**src/rtl/dma_rd_pkg.sv**
```systemverilog
// Shared constants for the DMA-read reorder controller: sizing, FSM encodings
// and the bit positions of the sticky error vector.
package dma_rd_pkg;

  localparam int TAG_NUM     = 64;
  localparam int TAG_NUM_LOG = 6;
  localparam int DATA_W      = 256;
  localparam int BEAT_MAX    = 8;
  localparam int BEAT_CNT_W  = 4;

  localparam logic [0:0] ST_IDLE  = 1'b0;
  localparam logic [0:0] ST_DRAIN = 1'b1;

  localparam int ERR_BEAT_OVERFLOW = 0;
  localparam int ERR_STRAY_STORE   = 1;
  localparam int ERR_LAST_MISMATCH = 2;

endpackage

```
**src/rtl/rsp_skid_fifo.sv**
```systemverilog
// Two-entry response FIFO between the tag-buffer fetch port and the output
// stream; the head entry is presented combinationally.
module rsp_skid_fifo #(
  parameter int W = dma_rd_pkg::TAG_NUM_LOG + 1 + dma_rd_pkg::DATA_W
) (
  input  logic         dma_clk,
  input  logic         rst_n,
  input  logic         push,
  input  logic [W-1:0] push_data,
  input  logic         pop,
  output logic [1:0]   occ,
  output logic [W-1:0] head
);

  logic [W-1:0] mem_q [2];
  logic [W-1:0] mem_d [2];
  logic         rd_ptr_q, rd_ptr_d;
  logic         wr_ptr_q, wr_ptr_d;
  logic [1:0]   occ_q, occ_d;

  always_comb begin
    // NOTE: every signal gets a default before any condition so no latch is inferred.
    mem_d    = mem_q;
    rd_ptr_d = rd_ptr_q;
    wr_ptr_d = wr_ptr_q;
    if (push) begin
      mem_d[wr_ptr_q] = push_data;
      wr_ptr_d        = ~wr_ptr_q;
    end
    if (pop) begin
      rd_ptr_d = ~rd_ptr_q;
    end
    occ_d = occ_q + {1'b0, push} - {1'b0, pop};
  end

  always_ff @(posedge dma_clk or negedge rst_n) begin
    if (!rst_n) begin
      // NOTE: storage is reset here because the idle head must read as zero on out_data.
      mem_q[0] <= '0;
      mem_q[1] <= '0;
      rd_ptr_q <= 1'b0;
      wr_ptr_q <= 1'b0;
      occ_q    <= 2'd0;
    end else begin
      // NOTE: non-blocking assignments so every flop samples pre-edge values.
      mem_q    <= mem_d;
      rd_ptr_q <= rd_ptr_d;
      wr_ptr_q <= wr_ptr_d;
      occ_q    <= occ_d;
    end
  end

  assign occ  = occ_q;
  assign head = mem_q[rd_ptr_q];

endmodule

```
**src/rtl/dma_rd_reorder_ctrl.sv**
```systemverilog
// Allocates read tags as a ring, snoops the tag buffer's store channel, and
// drains completed tags in allocation order into a valid/ready response stream.
module dma_rd_reorder_ctrl
  import dma_rd_pkg::ST_IDLE, dma_rd_pkg::ST_DRAIN, dma_rd_pkg::BEAT_CNT_W,
         dma_rd_pkg::ERR_BEAT_OVERFLOW, dma_rd_pkg::ERR_STRAY_STORE,
         dma_rd_pkg::ERR_LAST_MISMATCH;
#(
  parameter int TAG_NUM     = dma_rd_pkg::TAG_NUM,
  parameter int TAG_NUM_LOG = dma_rd_pkg::TAG_NUM_LOG,
  parameter int DATA_W      = dma_rd_pkg::DATA_W,
  parameter int BEAT_MAX    = dma_rd_pkg::BEAT_MAX
) (
  input  logic                   dma_clk,
  input  logic                   rst_n,
  input  logic                   alloc_req,
  output logic                   alloc_gnt,
  output logic [TAG_NUM_LOG-1:0] alloc_tag,
  input  logic                   st_wen,
  input  logic                   st_rdy,
  input  logic [TAG_NUM_LOG-1:0] st_tag,
  input  logic                   st_last,
  output logic                   fetch_ren,
  output logic [TAG_NUM_LOG-1:0] fetch_tag,
  input  logic [DATA_W-1:0]      fetch_data,
  input  logic                   fetch_last,
  input  logic                   fetch_vld,
  output logic                   out_vld,
  input  logic                   out_rdy,
  output logic [DATA_W-1:0]      out_data,
  output logic [TAG_NUM_LOG-1:0] out_tag,
  output logic                   out_last,
  output logic [TAG_NUM_LOG:0]   outstanding,
  output logic [2:0]             err
);

  localparam int L  = TAG_NUM_LOG;
  localparam int FW = L + 1 + DATA_W;
  localparam logic [L:0]            TAG_NUM_V  = TAG_NUM[L:0];
  localparam logic [BEAT_CNT_W-1:0] BEAT_MAX_V = BEAT_MAX[BEAT_CNT_W-1:0];

  logic [L:0]            alloc_ptr_q, alloc_ptr_d;
  logic [L:0]            head_ptr_q, head_ptr_d;
  logic                  done_q [TAG_NUM];
  logic                  done_d [TAG_NUM];
  logic [BEAT_CNT_W-1:0] beats_q [TAG_NUM];
  logic [BEAT_CNT_W-1:0] beats_d [TAG_NUM];
  logic [0:0]            state_q, state_d;
  logic [BEAT_CNT_W-1:0] remain_q, remain_d;
  logic                  inflight_q, inflight_last_q;
  logic [L-1:0]          inflight_tag_q;
  logic [2:0]            err_q, err_d;

  logic [L-1:0] head_tag, st_offset;
  logic         alloc_fire, st_acc, st_is_out, pop, ren_last;
  logic [1:0]   occ;
  logic [FW-1:0] fifo_head;

  assign head_tag    = head_ptr_q[L-1:0];
  assign outstanding = alloc_ptr_q - head_ptr_q;
  assign alloc_gnt   = outstanding < TAG_NUM_V;
  assign alloc_tag   = alloc_ptr_q[L-1:0];
  assign alloc_fire  = alloc_req & alloc_gnt;
  assign st_acc      = st_wen & st_rdy;
  // A tag is live when its ring distance from head is below the live count.
  assign st_offset   = st_tag - head_tag;
  assign st_is_out   = {1'b0, st_offset} < outstanding;
  assign pop         = out_vld & out_rdy;
  assign fetch_tag   = head_tag;
  assign err         = err_q;

  always_comb begin
    alloc_ptr_d = alloc_ptr_q + {{L{1'b0}}, alloc_fire};
    head_ptr_d  = head_ptr_q;
    done_d      = done_q;
    beats_d     = beats_q;
    state_d     = state_q;
    remain_d    = remain_q;
    err_d       = err_q;
    fetch_ren   = 1'b0;
    ren_last    = 1'b0;

    if (st_acc) begin
      if (!st_is_out) begin
        err_d[ERR_STRAY_STORE] = 1'b1;
      end else begin
        if (beats_q[st_tag] == BEAT_MAX_V) err_d[ERR_BEAT_OVERFLOW] = 1'b1;
        else                               beats_d[st_tag] = beats_q[st_tag] + 1'b1;
        if (st_last) done_d[st_tag] = 1'b1;
      end
    end

    case (state_q)
      ST_IDLE: begin
        if (outstanding != '0 && done_q[head_tag]) begin
          remain_d = beats_q[head_tag];
          state_d  = ST_DRAIN;
        end
      end
      ST_DRAIN: begin
        // Count beats already committed to the FIFO so a stall never overfills it.
        fetch_ren = ({1'b0, occ} + {2'b00, inflight_q} - {2'b00, pop}) < 3'd2;
        if (fetch_ren) begin
          remain_d = remain_q - 1'b1;
          if (remain_q <= 4'd1) begin
            ren_last         = 1'b1;
            done_d[head_tag]  = 1'b0;
            beats_d[head_tag] = '0;
            head_ptr_d        = head_ptr_q + 1'b1;
            state_d           = ST_IDLE;
          end
        end
      end
      default: state_d = ST_IDLE;
    endcase

    if (fetch_vld && (fetch_last != inflight_last_q)) err_d[ERR_LAST_MISMATCH] = 1'b1;
  end

  always_ff @(posedge dma_clk or negedge rst_n) begin
    if (!rst_n) begin
      alloc_ptr_q     <= '0;
      head_ptr_q      <= '0;
      state_q         <= ST_IDLE;
      remain_q        <= '0;
      inflight_q      <= 1'b0;
      inflight_last_q <= 1'b0;
      inflight_tag_q  <= '0;
      err_q           <= '0;
      for (int t = 0; t < TAG_NUM; t++) begin
        done_q[t]  <= 1'b0;
        beats_q[t] <= '0;
      end
    end else begin
      alloc_ptr_q     <= alloc_ptr_d;
      head_ptr_q      <= head_ptr_d;
      state_q         <= state_d;
      remain_q        <= remain_d;
      inflight_q      <= fetch_ren;
      inflight_last_q <= ren_last;
      inflight_tag_q  <= head_tag;
      err_q           <= err_d;
      done_q          <= done_d;
      beats_q         <= beats_d;
    end
  end

  rsp_skid_fifo #(.W(FW)) u_rsp_fifo (
    .dma_clk   (dma_clk),
    .rst_n     (rst_n),
    .push      (fetch_vld),
    .push_data ({inflight_tag_q, inflight_last_q, fetch_data}),
    .pop       (pop),
    .occ       (occ),
    .head      (fifo_head)
  );

  assign out_vld                    = occ != 2'd0;
  assign {out_tag, out_last, out_data} = fifo_head;

endmodule

```
**config.mk**
```make
export PLATFORM = sky130hd
export DESIGN_NAME = dma_rd_reorder_ctrl
export DESIGN_NICKNAME = d
export VERILOG_FILES = /design/src/rtl/dma_rd_pkg.sv /design/src/rtl/rsp_skid_fifo.sv /design/src/rtl/dma_rd_reorder_ctrl.sv
export SDC_FILE = /design/constraint.sdc
export NUM_CORES = 2
export LEC_CHECK = 0
export BUFFER_PORTS_ARGS = -buffer_cell sky130_fd_sc_hd__buf_4
export CELL_PAD_IN_SITES_DETAIL_PLACEMENT = 2
export CELL_PAD_IN_SITES_GLOBAL_PLACEMENT = 2
export CORE_ASPECT_RATIO = 0.75
export CORE_UTILIZATION = 37
export CTS_BUF_LIST = sky130_fd_sc_hd__clkbuf_4
export CTS_CLUSTER_DIAMETER = 50
export DETAILED_ROUTE_END_ITERATION = 7
export PLACE_DENSITY_LB_ADDON = 0.1
export RECOVER_POWER = 50
export SETUP_SLACK_MARGIN = 0.1
export SLEW_MARGIN = 10
export SYNTH_ARGS = -nofsm -noshare
export SYNTH_HDL_FRONTEND = slang
export SYNTH_HIERARCHICAL = 1
export SYNTH_SLANG_ARGS = --single-unit
```
**constraint.sdc**
```tcl
create_clock -name dma_clk -period 4.5 [get_ports dma_clk]
set_input_delay 0.9 -clock dma_clk [delete_from_list [all_inputs] [get_ports dma_clk]]
set_output_delay 0.9 -clock dma_clk [all_outputs]
set_load 0.02 [all_outputs]
```
Word level (Yosys, flattened, before mapping)
Index checks and enable logic that the tools add are counted.
{"block": "word_totals", "register_bits": 880, "input_bits": 271, "output_inout_bits": 288, "word_cells": 242}
{"block": "op_classes", "add_sub_neg": 10, "n_lt_le_gt_ge": 11, "eq_ne": 4, "mux": 47, "n_bitwise": 16, "n_reduce_logical": 11}
{"operator": "$mux W256", "n": 6}
{"operator": "$mux W263", "n": 4}
{"operator": "$bwmux W526", "n": 1}
{"operator": "$mux W64", "n": 6}
{"operator": "$demux W263 S1", "n": 1}
{"operator": "$and A256 B256 Y256", "n": 1}
{"operator": "$bwmux W256", "n": 1}
{"operator": "$not A256 Y256", "n": 1}
{"operator": "$and A64 B64 Y64", "n": 1}
{"operator": "$not A64 Y64", "n": 1}
{"operator": "$or A64 B64 Y64", "n": 1}
{"operator": "$bmux W4 S6", "n": 2}
{"operator": "$demux W4 S6", "n": 2}
{"operator": "$mux W4", "n": 8}
{"operator": "$ge A7 B7 Y1 const B", "n": 2}
{"operator": "$lt A7 B1 Y1 const B", "n": 2}
{"operator": "$not A6 Y7", "n": 2}
{"operator": "$demux W1 S6", "n": 2}
{"operator": "$mux W1", "n": 11}
{"operator": "$pmux W4 S2", "n": 1}
{"operator": "$add A7 B1 Y7", "n": 1}
{"operator": "$add A7 B1 Y7 const B", "n": 1}
{"operator": "$lt A6 B7 Y1", "n": 1}
{"operator": "$lt A7 B7 Y1 const B", "n": 1}
{"operator": "other kinds (26)", "n": 39}

Logic depth before layout (Yosys ltp)
{"block": "depth", "depth_word": 13, "ltp_mapped": 21, "depth_no_buf": 14}

Hierarchy
The synthesis kept the hierarchy.
{"mod": "rsp_skid_fifo", "instances": 1, "cells_per_inst": 1416, "area_per_inst_um2": 22784.4}
{"mod": "dma_rd_reorder_ctrl", "instances": 1, "cells_per_inst": 2086, "area_per_inst_um2": 20578.5}

Least setup slack after synthesis
No wires, ideal clock.
{"block": "synth_timing", "path_type": "register -> register", "startpoint": "register head_ptr_q[1]", "endpoint": "register beats_q[238] (netlist name)", "arrival_ns": 5.166, "required_ns": 4.371, "setup_slack_ns": -0.795, "stages_incl_launch_ff": 19, "path_cell_list": "dfrtp_1 clkbuf_1 inv_1 clkbuf_1 ha_1 nor2b_1 o21a_1 o21ai_0 nand2_1 o311ai_0 inv_1 ha_1 or2_2 and4_1 clkbuf_1 buf_1 nor3_4 mux2i_1 nor2_1"}
{"item": "from (decl)", "line": "dma_rd_reorder_ctrl.sv:42", "text": "logic [L:0] head_ptr_q, head_ptr_d;"}
{"item": "from (signal assigned)", "line": "dma_rd_reorder_ctrl.sv:135", "text": "head_ptr_q <= head_ptr_d;"}
{"item": "to (signal assigned)", "line": "dma_rd_reorder_ctrl.sv:143", "text": "beats_q <= beats_d;"}
{"item": "to (decl)", "line": "dma_rd_reorder_ctrl.sv:45", "text": "logic [BEAT_CNT_W-1:0] beats_q [TAG_NUM];"}

Worst setup path in the final report
{"block": "layout_timing", "startpoint": "register u_rsp_fifo.occ_q[1] (netlist: u_rsp_fifo/occ[1])", "endpoint": "output port fetch_ren"}
{"block": "layout_between", "elab_chain_cells": 5}
{"item": "from (decl)", "line": "rsp_skid_fifo.sv:19", "text": "logic [1:0] occ_q, occ_d;"}
{"item": "from (signal assigned)", "line": "rsp_skid_fifo.sv:43", "text": "occ_q <= 2'd0;"}
{"item": "from (signal assigned)", "line": "rsp_skid_fifo.sv:49", "text": "occ_q <= occ_d;"}
{"item": "$reduce_bool A2 Y1", "line": "dma_rd_reorder_ctrl.sv:157", "text": "assign out_vld = occ != 2'd0;"}
{"item": "$and A1 B1 Y1", "line": "dma_rd_reorder_ctrl.sv:67", "text": "assign pop = out_vld & out_rdy;"}
{"item": "via pop", "line": "dma_rd_reorder_ctrl.sv:54", "text": "logic alloc_fire, st_acc, st_is_out, pop, ren_last;"}
{"item": "$sub A3 B1 Y3", "line": "dma_rd_reorder_ctrl.sv:101", "text": "fetch_ren = ({1'b0, occ} + {2'b00, inflight_q} - {2'b00, pop}) < 3'd2;"}
{"item": "$lt A3 B2 Y1", "line": "dma_rd_reorder_ctrl.sv:101"}
{"item": "$mux W1", "line": "dma_rd_reorder_ctrl.sv:92", "text": "case (state_q)"}
{"item": "to (decl)", "line": "dma_rd_reorder_ctrl.sv:22", "text": "output logic fetch_ren,"}
The timed path passes the listed nets, and every way through them passes these cells.

==> key figures <==
Status
  – Status: finished with violations
  – Failing checks: capacitance limit, slew limit

Drt
  – DR vias: 35908
  – Total wire length: 200 mm
  – Drt wl/cell: 31.8 um
  – DRC Markers: 0
  – Antenna-violating nets left: 0
  – Drt first pass iters: 6
  – Iter 0 DRT Violations: 2730
  – DR vias/cell: 5.70

Floorplan
  – Row cnt: 108
  – Die H: 298 um
  – # IOs: 559
  – Core region area: 116000 sq um
  – Die Width: 397 um
  – Die ar.: 119000 sq um
  – Initial Utilization: 37.4%

CTS
  – Clock latency on the worst-skew pair: 1300 ps
  – Sink Count: 880
  – CTS tree: built
  – Root Driver: clkbuf_4
  – Clock Path Buffers: 3
  – H-tree levels: 4
  – Clock-pin slew on the worst setup and hold paths: 90 ps
  – CTS Buf Count: 231

Placement
  – Total cell area at the placement stage: 51000 sq um
  – Placer's final routability congestion estimate: 0.970
  – Post-DP HPWL: 126 mm
  – Buffers on Ports: 558
  – Post-Place Cells: 5635

STA
  – Max Fclk: 0.231 GHz
  – Final period util: 96.1%
  – Setup violators final: 0
  – Fin crit period: 4320 ps
  – Slew headroom: -107%
  – Worst Skew: 117 ps
  – RSZ-0062 raised after global routing: true
  – Fin. Hold Viols: 0
  – Measured slew at the worst slew-check pin: 3110 ps
  – Slew Limit Fails: 154

Worst hold path
  – Hold path startpoint: st_tag[1]
  – Hold Crit Endpoint: done_q[21]
  – Hold Path Class: input port to flip-flop
  – Hold Path Depth: 4

Final layout
  – Final nets: 4905
  – Synth-to-layout area growth: 30.4%
  – Fillers: 11441
  – Number of non-filler instances in the completed layout: 6300
  – Sequential cell area: 22000 sq um
  – Share of post-route cells with drive strength above 1: 43.1%
  – Fin area: 56600 sq um
  – Multi-input logic area: 20100 sq um

Setup path
  – Critical R2R Capture: u_rsp_fifo/mem_q[184]
  – R2R depth: 3
  – Crit end category: output port
  – R2r setup slk: 220 ps
  – Critical setup path kind: flip-flop to output port
  – RR Startpoint: u_rsp_fifo/wr_ptr_q
  – Critical Path RT: 3600 ps
  – Crit-path max FO: 2
  – Startpoint types: flip-flop
  – Crit path DAT: 3420 ps

Power
  – Pwr/cell area: 714 nW/um^2
  – Clock Power Share: 18.7%
  – P_int: 23100 uW
  – Peak VDD IR: 467 uV
  – Sequential share of power: 32.3%
  – Leakage power: 0.0261 uW
  – Sw Share: 42.8%
  – NetSw: 17300 uW
  – Logic pwr share: 49.1%

Synth
  – Synth top cells by count: 880 x dfrtp_1, 746 x mux2_2, 424 x nor2_1, 278 x mux2i_1, 101 x a21oi_1
  – Syn_area_per_cell: 12.4 sq um
  – Unique masters post-synth: 69
  – Top post-synthesis cells by area: dfrtp_1 51%, mux2_2 19%, mux2i_1 6.4%
  – Async SR Flop Fraction: 100%
  – EDFF count, synth: 0
  – Synth warn: 6
  – Mapped Cells: 3502
  – Most common cell in the netlist: dfrtp_1
  – Cell taking the most area after synthesis: dfrtp_1
  – Seq cells post-synth: 880
  – Main synth FF type: dfrtp_1
  – Sequential fraction of the synthesis area: 50.8%
  – Yosys top cell area share: 50.8%
  – Synth Net Count: 3802
  – Netlist Area Pre-Place: 43400 sq um

Global routing
  – Pin count of the biggest net entering global routing: 128
  – Gr ovfl total: 0
  – Antenna violations before repair: 10
  – Vias in the first global route: 40556
  – Tot GR Track Use: 33.2%
  – First-pass GRT wire length: 290 mm

Job
  – # Max-Cap Violations: 5
[cells in the final DEF, fill, tap and decap left out, types with 15 or more instances in the layout]
cell / n
mux2_1: 97
a22o_1: 18
buf_12: 44
a21oi_1: 100
inv_1: 25
a221oi_1: 44
dlygate4sd3_1: 261
nand2_1: 82
a31oi_1: 20
clkbuf_4: 352
dfrtp_1: 873
mux2i_1: 278
or4_1: 16
nor3_1: 30
mux4_2: 34
nor3_4: 17
o22ai_1: 23
buf_4: 787
mux2_2: 729
a22oi_1: 76
nor2_1: 416
nand3_1: 53
o21ai_0: 54
clkinv_1: 21
nand3b_1: 21
ha_1: 22
clkbuf_1: 15
[per-stage QoR]
step	total power [uW]	hold slack [ps]	setup slack, ps	TNS, ps	util (%)
after global placement	30500	444	-167	-12060	44.0
after CTS	38900	66.4	87.0	0	48.9
final	40400	347	177	0	48.8
after global routing	41900	311	30.8	0	48.8
after floorplan	23200	393	104	0	-
after detailed placement	31100	452	-238	-16150	44.0
[registers in the layout, summed over array words and instances (netlist names), 2 cells and up]
register	flops
u_rsp_fifo/mem_q	526
u_rsp_fifo/occ	2
err	3
done_q	64
beats_q	256
head_ptr_q	7
remain_q	4
alloc_ptr_q	7
inflight_tag_q	6
[what timing repair did]
action	CTS	global route
hold buffers	261	0
hold endpoints to repair	833	0
pin swaps	10	6
setup buffers	9	7
resized for setup	26	9
setup endpoints to repair	4	50
[critical path, cell delays in order (launching register included)]
cell and delay (ps):
dfrtp_2 420, or2_4 230, and2_4 160, ha_4 230, nand2b_4 140, fa_2 400, xnor2_4 190, nand3_4 120
inv_4 100, buf_6 130
[how the worst max path moves through the flow]
stage	startpoint	end	slack, ps	cells past startpoint
after floorplan	st_tag[0]	beats_q[244]	100	18
after global placement	st_tag[0]	beats_q[191]	-170	12
after detailed placement	st_tag[0]	beats_q[157]	-240	12
after CTS	head_ptr_q[0]	outstanding[6]	90	10
after global routing	u_rsp_fifo/occ[1]	fetch_ren	30	9
final	u_rsp_fifo/occ[1]	fetch_ren	180	9
[kinds of logic after synthesis]
kind of cell / count (synthesis) / synth area share, %
buf+inv: 280 / 3.38
flops: 880 / 50.8
simple gates: 745 / 8.55
mux: 1138 / 29.6
compound gates: 404 / 6.22
xor+xnor: 26 / 0.542
fa+ha+maj: 29 / 0.889
[metal layers]
| layer | GRT usage [%] | up-vias | routed length [um] |
|---|---|---|---|
| met5 | 0 | - | 34 |
| met2 | 54.3 | 1563 | 96100 |
| met1 | 41.7 | 18931 | 80700 |
| li1 | - | 14986 | - |
| met3 | 8.23 | 422 | 15000 |
| met4 | 14.2 | 6 | 8370 |
[power groups by stage]
| stage | clock network (uW) | logic, uW | registers (uW) |
|---|---|---|---|
| 3_5_place_dp | 0 | 18300 | 12700 |
| 6_report | 7540 | 19800 | 13000 |
| 3_3_place_gp | 0 | 18000 | 12500 |
| 5_1_grt | 8070 | 20500 | 13300 |
| 4_1_cts | 7420 | 18900 | 12600 |
| 2_1_floorplan | 0 | 11200 | 12000 |
[area by class of cell]
type,instances,area share (%)
clock buffer,348,4.62
sequential,880,39.0
tap,1540,3.41
inverter,31,0.210
antenna,10,0.0443
clock inverter,30,0.383
timing repair buffer,1119,16.9
multi-input combinational,2342,35.5
Power figures use the tool's default switching activity.
